--- config.mk ---
export PLATFORM = sky130hd
export DESIGN_NAME = nibble_exec
export DESIGN_NICKNAME = d
export VERILOG_FILES = /design/src/rtl/nibble_exec.sv
export SDC_FILE = /design/constraint.sdc
export NUM_CORES = 1
export LEC_CHECK = 0
export CORE_AREA = 8 8 98 100
export CTS_CLUSTER_DIAMETER = 40
export CTS_CLUSTER_SIZE = 12
export DETAILED_ROUTE_END_ITERATION = 10
export DIE_AREA = 0 0 106 108
export PLACE_DENSITY = 0.45
export SYNTH_ARGS = -nofsm -noshare
export SYNTH_HDL_FRONTEND = slang
export SYNTH_SLANG_ARGS = --single-unit
--- constraint.sdc ---
create_clock -name clk -period 4.7 [get_ports clk]
set_clock_uncertainty 0.1 [all_clocks]
set_input_delay 1.41 -clock clk [delete_from_list [all_inputs] [get_ports clk]]
set_output_delay 1.41 -clock clk [all_outputs]
set_load 0.01 [all_outputs]
--- src/rtl/nibble_exec.sv ---
// =============================================================================
// Module   : nibble_exec
// Brief    : 4-bit accumulator execute stage with two-byte jumps and halt.
// Revision : 1.0
// =============================================================================
`default_nettype none

module nibble_exec (
    input  logic        clk,
    input  logic        reset,
    input  logic [3:0]  instr,
    input  logic [3:0]  oprnd,
    input  logic        in_valid,
    input  logic [3:0]  data_in,
    output logic [3:0]  acc,
    output logic        carry,
    output logic        zero,
    output logic [3:0]  data_out,
    output logic        pc_inc,
    output logic        pc_load,
    output logic [11:0] pc_target,
    output logic        halt
);

    localparam logic [1:0] c_EXEC = 2'd0;
    localparam logic [1:0] c_ADDR = 2'd1;
    localparam logic [1:0] c_HALT = 2'd2;

    logic [1:0]  r_state;
    logic [3:0]  r_acc;
    logic [3:0]  r_dataOut;
    logic [3:0]  r_tgtHi;
    logic        r_carry;
    logic        r_zero;
    logic        r_pcInc;
    logic        r_pcLoad;
    logic        r_taken;
    logic [11:0] r_pcTarget;

    logic [4:0]  w_sum;
    logic [4:0]  w_diff;
    logic [3:0]  w_aluRes;
    logic        w_accWr;
    logic        w_zeroWr;
    logic        w_carryWr;
    logic        w_carryVal;
    logic        w_isJump;
    logic        w_jmpTaken;

    // Bit 4 of the 5-bit difference is the borrow, i.e. acc < oprnd.
    assign w_sum  = {1'b0, r_acc} + {1'b0, oprnd};
    assign w_diff = {1'b0, r_acc} - {1'b0, oprnd};

    assign w_isJump   = (instr == 4'hB) || (instr == 4'hC) || (instr == 4'hD);
    assign w_jmpTaken = (instr == 4'hB) || ((instr == 4'hC) && r_zero) ||
                        ((instr == 4'hD) && r_carry);

    always_comb begin
        w_aluRes   = r_acc;
        w_accWr    = 1'b0;
        w_zeroWr   = 1'b0;
        w_carryWr  = 1'b0;
        w_carryVal = r_carry;
        case (instr)
            4'h1: begin w_aluRes = oprnd;         w_accWr = 1'b1; w_zeroWr = 1'b1; end
            4'h2: begin
                w_aluRes = w_sum[3:0];  w_accWr = 1'b1; w_zeroWr = 1'b1;
                w_carryWr = 1'b1;       w_carryVal = w_sum[4];
            end
            4'h3: begin
                w_aluRes = w_diff[3:0]; w_accWr = 1'b1; w_zeroWr = 1'b1;
                w_carryWr = 1'b1;       w_carryVal = w_diff[4];
            end
            4'h4: begin w_aluRes = r_acc & oprnd; w_accWr = 1'b1; w_zeroWr = 1'b1; end
            4'h5: begin w_aluRes = r_acc | oprnd; w_accWr = 1'b1; w_zeroWr = 1'b1; end
            4'h6: begin w_aluRes = r_acc ^ oprnd; w_accWr = 1'b1; w_zeroWr = 1'b1; end
            4'h7: begin w_aluRes = ~r_acc;        w_accWr = 1'b1; w_zeroWr = 1'b1; end
            4'h8: begin w_aluRes = data_in;       w_accWr = 1'b1; w_zeroWr = 1'b1; end
            // CMP: flags from the subtraction, accumulator untouched.
            4'hA: begin
                w_aluRes = w_diff[3:0]; w_zeroWr = 1'b1;
                w_carryWr = 1'b1;       w_carryVal = w_diff[4];
            end
            default: ;
        endcase
    end

    always_ff @(posedge clk or negedge reset) begin
        if (!reset) begin
            r_state    <= c_EXEC;
            r_acc      <= 4'h0;
            r_carry    <= 1'b0;
            r_zero     <= 1'b0;
            r_dataOut  <= 4'h0;
            r_pcInc    <= 1'b0;
            r_pcLoad   <= 1'b0;
            r_pcTarget <= 12'h000;
            r_tgtHi    <= 4'h0;
            r_taken    <= 1'b0;
        end else begin
            r_pcInc  <= 1'b0;
            r_pcLoad <= 1'b0;
            if (in_valid) begin
                case (r_state)
                    c_EXEC: begin
                        if (w_accWr)   r_acc   <= w_aluRes;
                        if (w_zeroWr)  r_zero  <= (w_aluRes == 4'h0);
                        if (w_carryWr) r_carry <= w_carryVal;
                        if (instr == 4'h9) r_dataOut <= r_acc;
                        if (instr == 4'hF) begin
                            r_state <= c_HALT;
                        end else begin
                            r_pcInc <= 1'b1;
                            if (w_isJump) begin
                                r_tgtHi <= oprnd;
                                r_taken <= w_jmpTaken;
                                r_state <= c_ADDR;
                            end
                        end
                    end
                    c_ADDR: begin
                        r_pcTarget <= {r_tgtHi, instr, oprnd};
                        r_pcLoad   <= r_taken;
                        r_pcInc    <= ~r_taken;
                        r_state    <= c_EXEC;
                    end
                    c_HALT: ;
                    default: r_state <= c_EXEC;
                endcase
            end
        end
    end

    assign acc       = r_acc;
    assign carry     = r_carry;
    assign zero      = r_zero;
    assign data_out  = r_dataOut;
    assign pc_inc    = r_pcInc;
    assign pc_load   = r_pcLoad;
    assign pc_target = r_pcTarget;
    assign halt      = (r_state == c_HALT);

endmodule

`default_nettype wire

== After elaboration in Yosys (flattened, before gate mapping) ==
Cells that the tools add are included.
Cells by class
  add/subtract/negate cells: 2
  eq/ne operators: 17
  mux-type cells: 13
  bitwise logic cells: 7
  reduce and logical (&&, ||, !) cells: 20
Operator list (number)
  case mux 4 bit (8 select lines): 1
  equality test 4 bit, second input constant: 7
  equality test 4 x 3 -> 1 bit, second input constant: 4
  AND reduction 3 bit: 4
  OR reduction 9 bit: 1
  equality test 4 x 2 -> 1 bit, second input constant: 2
  AND reduction 4 bit: 2
  OR reduction 8 bit: 1
  two-way mux 1 bit: 7
  adder 4 x 4 -> 5 bit: 1
  subtractor 4 x 4 -> 5 bit: 1
  bitwise AND 4 bit: 1
  equality test 4 x 1 -> 1 bit, second input constant: 1
  zero test 4 bit: 1
  logical OR 1 bit: 4
  two-way mux 2 bit: 2
  NOT 4 bit: 1
  OR 4 bit: 1
  case mux 1 bit (2 select lines): 2
  case mux 2 bit (2 select lines): 1
  XOR 4 bit: 1
  inequality test 3 bit, second input constant: 1
  NOT 1 bit: 3
  OR reduction 3 bit: 1
  other kinds (7): 8
Word-level totals
  register bits after elaboration: 31
  input bits: 15
  output and inout bits: 25
  word-level logic and storage cells: 69

== Logic depth before layout (Yosys ltp) ==
Gate-level depths: netlist of the first run.
  word-level depth: 6
  depth in mapped cells: 8

== Worst setup path before layout of the first run ==
OpenSTA, ideal clock, no wires.
  path type: input to register
  start: in oprnd[0]
  end: reg r_zero, in the netlist zero
  arrival time: 3380 ps
  required time: 4508 ps
  slack: 1128 ps
  cell stages on the path: 7
  path buffers: 0
  cells stage by stage: ha_1 fa_1 or4b_1 o22ai_1 o221ai_1 or3_1 o31ai_2
Between the ends
  longest elaborated chain between the ends: 3
RTL lines
  start, declared: RTL line 12  | input logic [3:0] oprnd,
  subtractor 4 x 4 -> 5 bit (tied with other cells): RTL line 52  | assign w_diff = {1'b0, r_acc} - {1'b0, oprnd};
  case mux 4 bit (8 select lines) *: RTL line 64  | case (instr)
  zero test 4 bit *: RTL line 107  | if (w_zeroWr) r_zero <= (w_aluRes == 4'h0);
  end signal, assigned: RTL line 107
  end, declared: RTL line 34  | logic r_zero;
Mark *: on every way between the ends. The rest lies on a longest branch, timed or not.
A chain may end at the register's enable or synchronous reset.

== Worst setup path after layout of the first run ==
Ends and elaborated chain as after synthesis.

==> impl_metrics.json, run 1 <==
{
  "dp.cells": 338,
  "worst_setup_path_start_kind": "input port",
  "synth.distinct_cells": 47,
  "yosys_register_bits": 31,
  "cts.repair.resized": 0,
  "nFillCells": 848,
  "clk_pin_slew_ns": 0.07,
  "grt_usage_pct": 9.86,
  "place.gp.congestion": 0.786,
  "drc": 0,
  "ff2ff_path_depth": 7,
  "min-delay-start": "pc_target[1]",
  "synth_area_leaders": "dfrtp_1, mux2_2, ha_1, o21ai_0, a21oi_1",
  "netlist_instances": 201,
  "ys_warn_count": 0,
  "clockRootBuffer": "clkbuf_8",
  "grt_max_degree": 32,
  "drt_iter0_markers": 97,
  "clockBufferDepth": 2,
  "fin_tns_setup_ns": 0,
  "clock.fmax_ghz": 0.252,
  "synth_async_sr_flop_share_pct": 100,
  "fin_crit_sh_pct": 84.6,
  "die_width_um": 106,
  "combPwrFrac_pct": 44.6,
  "initial_utilization_pct": 24.4,
  "syn_area_um2": 1960,
  "grt_setup_unrepaired": "false",
  "rr_startpoint": "acc[0]",
  "syn_avg_cell_area_um2": 9.75,
  "ir_worst_vdd_mv": 0.171,
  "maxCapViolCount": 0,
  "hold_buffers": 0,
  "antenna_found_initial": 0,
  "instances_no_fill": 346,
  "synth_edf_count": 0,
  "cellLeakagePower_nw": 1.08,
  "finalCriticalPeriod_ns": 3.97,
  "synthToLayoutAreaGrowth_pct": 29.7,
  "clock-sinks": 31,
  "drtPass1Iterations": 4,
  "vias": 1623,
  "synth_area_leader_cell": "dfrtp_1",
  "slew_violations": 0,
  "synthFlopType": "dfrtp_1",
  "cp_max_fo": 5,
  "pwr-share-clk_pct": 18.4,
  "cellPowerDensity_nw_per_um2": 443,
  "switchingPower_w": 0.000392,
  "clk_latency_ns": 0.28,
  "required_ns": 4.79,
  "worst_pin_slew_ns": 0.737,
  "worst-setup-path-type": "input port to register",
  "hold_viol": 0,
  "fin_nets": 269,
  "final_layout_size_suffix_gt1_share_pct": 12.9,
  "r2r_end": "zero",
  "dieHeight_um": 108,
  "numCtsBuffers": 5,
  "placementRows": 33,
  "num_io_pins": 40,
  "htree_num_levels": 2,
  "overflow": 0,
  "grt_pass1_vias": 1704,
  "worstSetupEndpointType": "register",
  "whs_path_depth": 2,
  "antenna_left": 0,
  "status": "complete, no violations",
  "critPathArrivalTime_ns": 4.07,
  "fp.coreArea_um2": 8050,
  "p_sw_share_pct": 34.8,
  "layout_common_cells": "clkdlybuf4s50_1, dfrtp_1, o21ai_0, nand2_1",
  "setup_viol": 0,
  "hold_path_class": "register to register",
  "synth_top_area_share_pct": 39.6,
  "port_buffers": 39,
  "antennaDiodeCount": 0,
  "via_per_inst": 4.69,
  "dieArea_um2": 11400,
  "syn-num-nets": 230,
  "cts_setup_buffers": 0,
  "post-dp-hpwl_um": 4070,
  "post_drt_wl_per_cell_um": 15.5,
  "power_frac_seq_pct": 37.0,
  "internal_power_w": 0.000735,
  "r2r_slack_ns": 1.97,
  "wirelength_um": 5360,
  "hold_end": "pc_target[1]",
  "synth-seq-area-share_pct": 39.6,
  "final_common_cell": "clkdlybuf4s50_1",
  "relSlewSlack_pct": 50.7,
  "cts_tree": "done",
  "grt_pass1_wl_um": 8890
}
-- cells by family (layout without fill, tap and decap cells) --
kind of cell | count (synthesis) | after routing | share of synthesized area (%)
DFF | 31 | 31 | 39.6
buffers and inverters | 25 | 65 | 5.23
AOI/OAI and AO/OA | 54 | 54 | 18.2
and+or+nand+nor | 58 | 58 | 16.3
muxes | 16 | 16 | 9.70
adders and majority gates | 14 | 14 | 9.70
xor gates and xnor gates | 3 | 3 | 1.34
-- final cells by class --
| cell class | count | area, um^2 | share of cell area [%] |
|---|---|---|---|
| clock buffer | 7 | 76.3 | 3.00 |
| tap | 105 | 131 | 5.16 |
| inverter | 14 | 52.6 | 2.07 |
| clock inverter | 1 | 5.00 | 0.197 |
| sequential | 31 | 776 | 30.5 |
| multi-input combinational | 145 | 1080 | 42.5 |
| timing repair buffer | 43 | 420 | 16.5 |
-- worst max-delay path, stage by stage --
cell and delay, ns:
clkdlybuf4s50_1 0.56, ha_1 0.25, fa_1 0.42, or4b_1 0.52, o22ai_1 0.16, o221ai_1 0.17
or3_1 0.40, o31ai_2 0.18
-- power groups by stage --
stage | clock [W] | sequential, W | combinational (W)
floorplan | 0 | 0.000449 | 0.000235
CTS | 0.000216 | 0.000420 | 0.000514
finish | 0.000207 | 0.000417 | 0.000503
detailed placement | 0 | 0.000425 | 0.000513
global route | 0.000228 | 0.000433 | 0.000554
global placement | 0 | 0.000423 | 0.000513
-- sequential cells by signal, indices dropped and copies added (netlist names), 2 cells and up --
name	cells
acc	4
data_out	4
pc_target	12
r_state	2
r_tgtHi	4
-- worst max path at each step --
stage	end	cells after the start	startpoint	slack, ns
floorplan	zero	7	oprnd[0]	1.13
CTS	zero	8	oprnd[0]	0.72
global route	zero	8	oprnd[0]	0.56
global placement	zero	8	oprnd[0]	0.51
detailed placement	zero	8	oprnd[0]	0.41
finish	zero	8	oprnd[0]	0.73
-- per-stage QoR --
stage          hold slack, ns  setup slack, ns  cell area (um^2)  power (W)  util, %
2_1_floorplan           0.356             1.13              1960   0.000683        -
4_1_cts                 0.389            0.725              2540    0.00115     31.6
6_report                0.381            0.726              2540    0.00113     31.6
5_1_grt                 0.420            0.561              2540    0.00122     31.6
3_3_place_gp            0.365            0.506              2460   0.000936     30.6
3_5_place_dp            0.374            0.409              2460   0.000937     30.6
-- synthesized netlist by cell type (4+ instances only) --
| cell | number |
|---|---|
| clkbuf_1 | 4 |
| buf_2 | 7 |
| nand2_1 | 16 |
| nand2b_1 | 6 |
| a21oi_1 | 12 |
| mux2_2 | 14 |
| nor2_1 | 11 |
| ha_1 | 12 |
| inv_1 | 14 |
| dfrtp_1 | 31 |
| o21ai_0 | 17 |
-- per-layer routing --
| layer | GRT usage (%) | up-vias | share of wire (%) |
|---|---|---|---|
| met1 | 13.1 | 792 | 50 |
| met4 | 3.32 | 0 | 1.1 |
| met5 | 0 | - | 0 |
| met2 | 15.1 | 29 | 45 |
| met3 | 2.68 | 4 | 4.1 |
| li1 | - | 798 | - |
Note: power is estimated with default switching activity, not from simulation.
==> run 2: changes to the inputs <==
clock period = 3.8 ns   (was 4.7 ns; I/O delays follow)
==> run 2 against run 1 <==
Net effect:
- critical path depth unchanged
- non-clock buffer count up 9
- sequential share of layout area down 0.79 points
- critical path type unchanged
- clock power is 22% higher
- via count up 0.18%
- largest power group unchanged
- setup slack got worse by 0.46 ns
- worst hold slack better by 0.0038 ns
- first-iteration DRC count rose by 4.1%
- cell count rose by 2.6%
- cell area up 2.7%
- sequential power increased by 23%
- core utilization rose by 0.84 points
- highest routed layer unchanged
==> impl_metrics.json, run 2 (synthesis results as in run 1) <==
{
  "status": "complete, no violations",
  "dieHeight_um": 108,
  "ir_worst_vdd_mv": 0.174,
  "worst_pin_slew_ns": 0.495,
  "drc": 0,
  "cts_tree": "done",
  "post_drt_wl_per_cell_um": 15.2,
  "required_ns": 3.89,
  "rr_startpoint": "acc[0]",
  "setup_viol": 0,
  "wirelength_um": 5390,
  "relSlewSlack_pct": 66.9,
  "whs_path_depth": 2,
  "numCtsBuffers": 5,
  "cts_setup_buffers": 0,
  "p_total_w": 0.00139,
  "dieArea_um2": 11400,
  "antenna_found_initial": 0,
  "fin_ws_ns": 0.268,
  "place.gp.congestion": 0.823,
  "clock-sinks": 31,
  "fin_nets": 278,
  "via_per_inst": 4.58,
  "initial_utilization_pct": 24.4,
  "hold_slack_ns": 0.385,
  "fin_tns_setup_ns": 0,
  "finalCriticalPeriod_ns": 3.53,
  "fin_crit_sh_pct": 92.9,
  "fp.coreArea_um2": 8050,
  "grt_usage_pct": 9.75,
  "layout_common_cells": "clkdlybuf4s50_1, dfrtp_1, o21ai_0, nand2_1",
  "largest_register_ffs": 12,
  "cts.repair.resized": 0,
  "grt_pass1_wl_um": 9030,
  "grt_max_degree": 32,
  "overflow": 0,
  "hold_buffers": 0,
  "post-place-ws_ns": -0.0154,
  "clock.fmax_ghz": 0.283,
  "antenna_left": 0,
  "min-delay-start": "pc_target[1]",
  "die_width_um": 106,
  "drtPass1Iterations": 4,
  "antennaDiodeCount": 0,
  "hold_viol": 0,
  "cp_max_fo": 2,
  "clockBufferDepth": 2,
  "synthToLayoutAreaGrowth_pct": 33.2,
  "final_layout_size_suffix_gt1_share_pct": 16.0,
  "worst-setup-path-type": "input port to register",
  "drt_iter0_markers": 101,
  "critPathArrivalTime_ns": 3.62,
  "clk_latency_ns": 0.28,
  "post-dp-hpwl_um": 4130,
  "vias": 1626,
  "slew_violations": 0,
  "htree_num_levels": 2,
  "hold_path_class": "register to register",
  "port_buffers": 39,
  "final_common_cell": "clkdlybuf4s50_1",
  "maxCapViolCount": 0,
  "nFillCells": 856,
  "ff2ff_path_depth": 7,
  "num_io_pins": 40,
  "cellLeakagePower_nw": 1.12,
  "placementRows": 33,
  "worstSetupEndpointType": "register",
  "grt_setup_unrepaired": "false",
  "r2r_end": "zero",
  "instances_no_fill": 355,
  "clk_pin_slew_ns": 0.07,
  "hold_end": "pc_target[1]",
  "cellPowerDensity_nw_per_um2": 534,
  "dp.cells": 347,
  "worst_setup_path_start_kind": "input port",
  "clockRootBuffer": "clkbuf_8",
  "r2r_slack_ns": 1.15,
  "grt_pass1_vias": 1759
}
run 2: cell count changes in the layout (fill, tap and decap cells not counted):
cell | before | now
buf_4 | 4 | 13
run 2: layer usage:
metal  track usage [%]  wire, um  share of wire (%)
met1              12.0      2610                 48
met3              3.27       318                5.9
met5                 0         0                  0
met2              16.3      2440                 45
met4              1.81        25               0.46
run 2: how the worst max path moves through the flow:
stage	from	cells past startpoint	end	slack, ns
4_1_cts	oprnd[0]	8	zero	0.26
3_3_place_gp	oprnd[0]	8	zero	-0.02
3_5_place_dp	oprnd[0]	8	zero	-0.02
2_1_floorplan	oprnd[0]	7	zero	0.50
5_1_grt	oprnd[0]	8	zero	0.12
6_report	oprnd[0]	8	zero	0.27
run 2: per-stage QoR:
step	cell area [um^2]	util, %
final	2610	32.4
after global routing	2610	32.4
after CTS	2610	32.4
after detailed placement	2530	31.4
after global placement	2530	31.4
after floorplan	1960	-
run 2: power by group:
part           internal (W)  total [W]  switching (W)  leakage, nW
Clock              0.000128   0.000253       0.000124       0.0422
Combinational      0.000346   0.000628       0.000282        0.702
Sequential         0.000440   0.000514      0.0000738        0.378
run 2: worst max-delay path, stage by stage:
cell,delay [ns]
clkdlybuf4s50_1,0.42
ha_1,0.23
fa_1,0.42
or4b_1,0.53
o22ai_1,0.17
o221ai_1,0.16
or3_1,0.40
o31ai_2,0.17
run 2: layout make-up:
type	count	area [um^2]	share of cell area, %
timing repair buffer	52	488	18.7
multi-input combinational	145	1080	41.4
clock inverter	1	5.00	0.192
tap	105	131	5.03
sequential	31	776	29.7
clock buffer	7	76.3	2.92
inverter	14	52.6	2.01
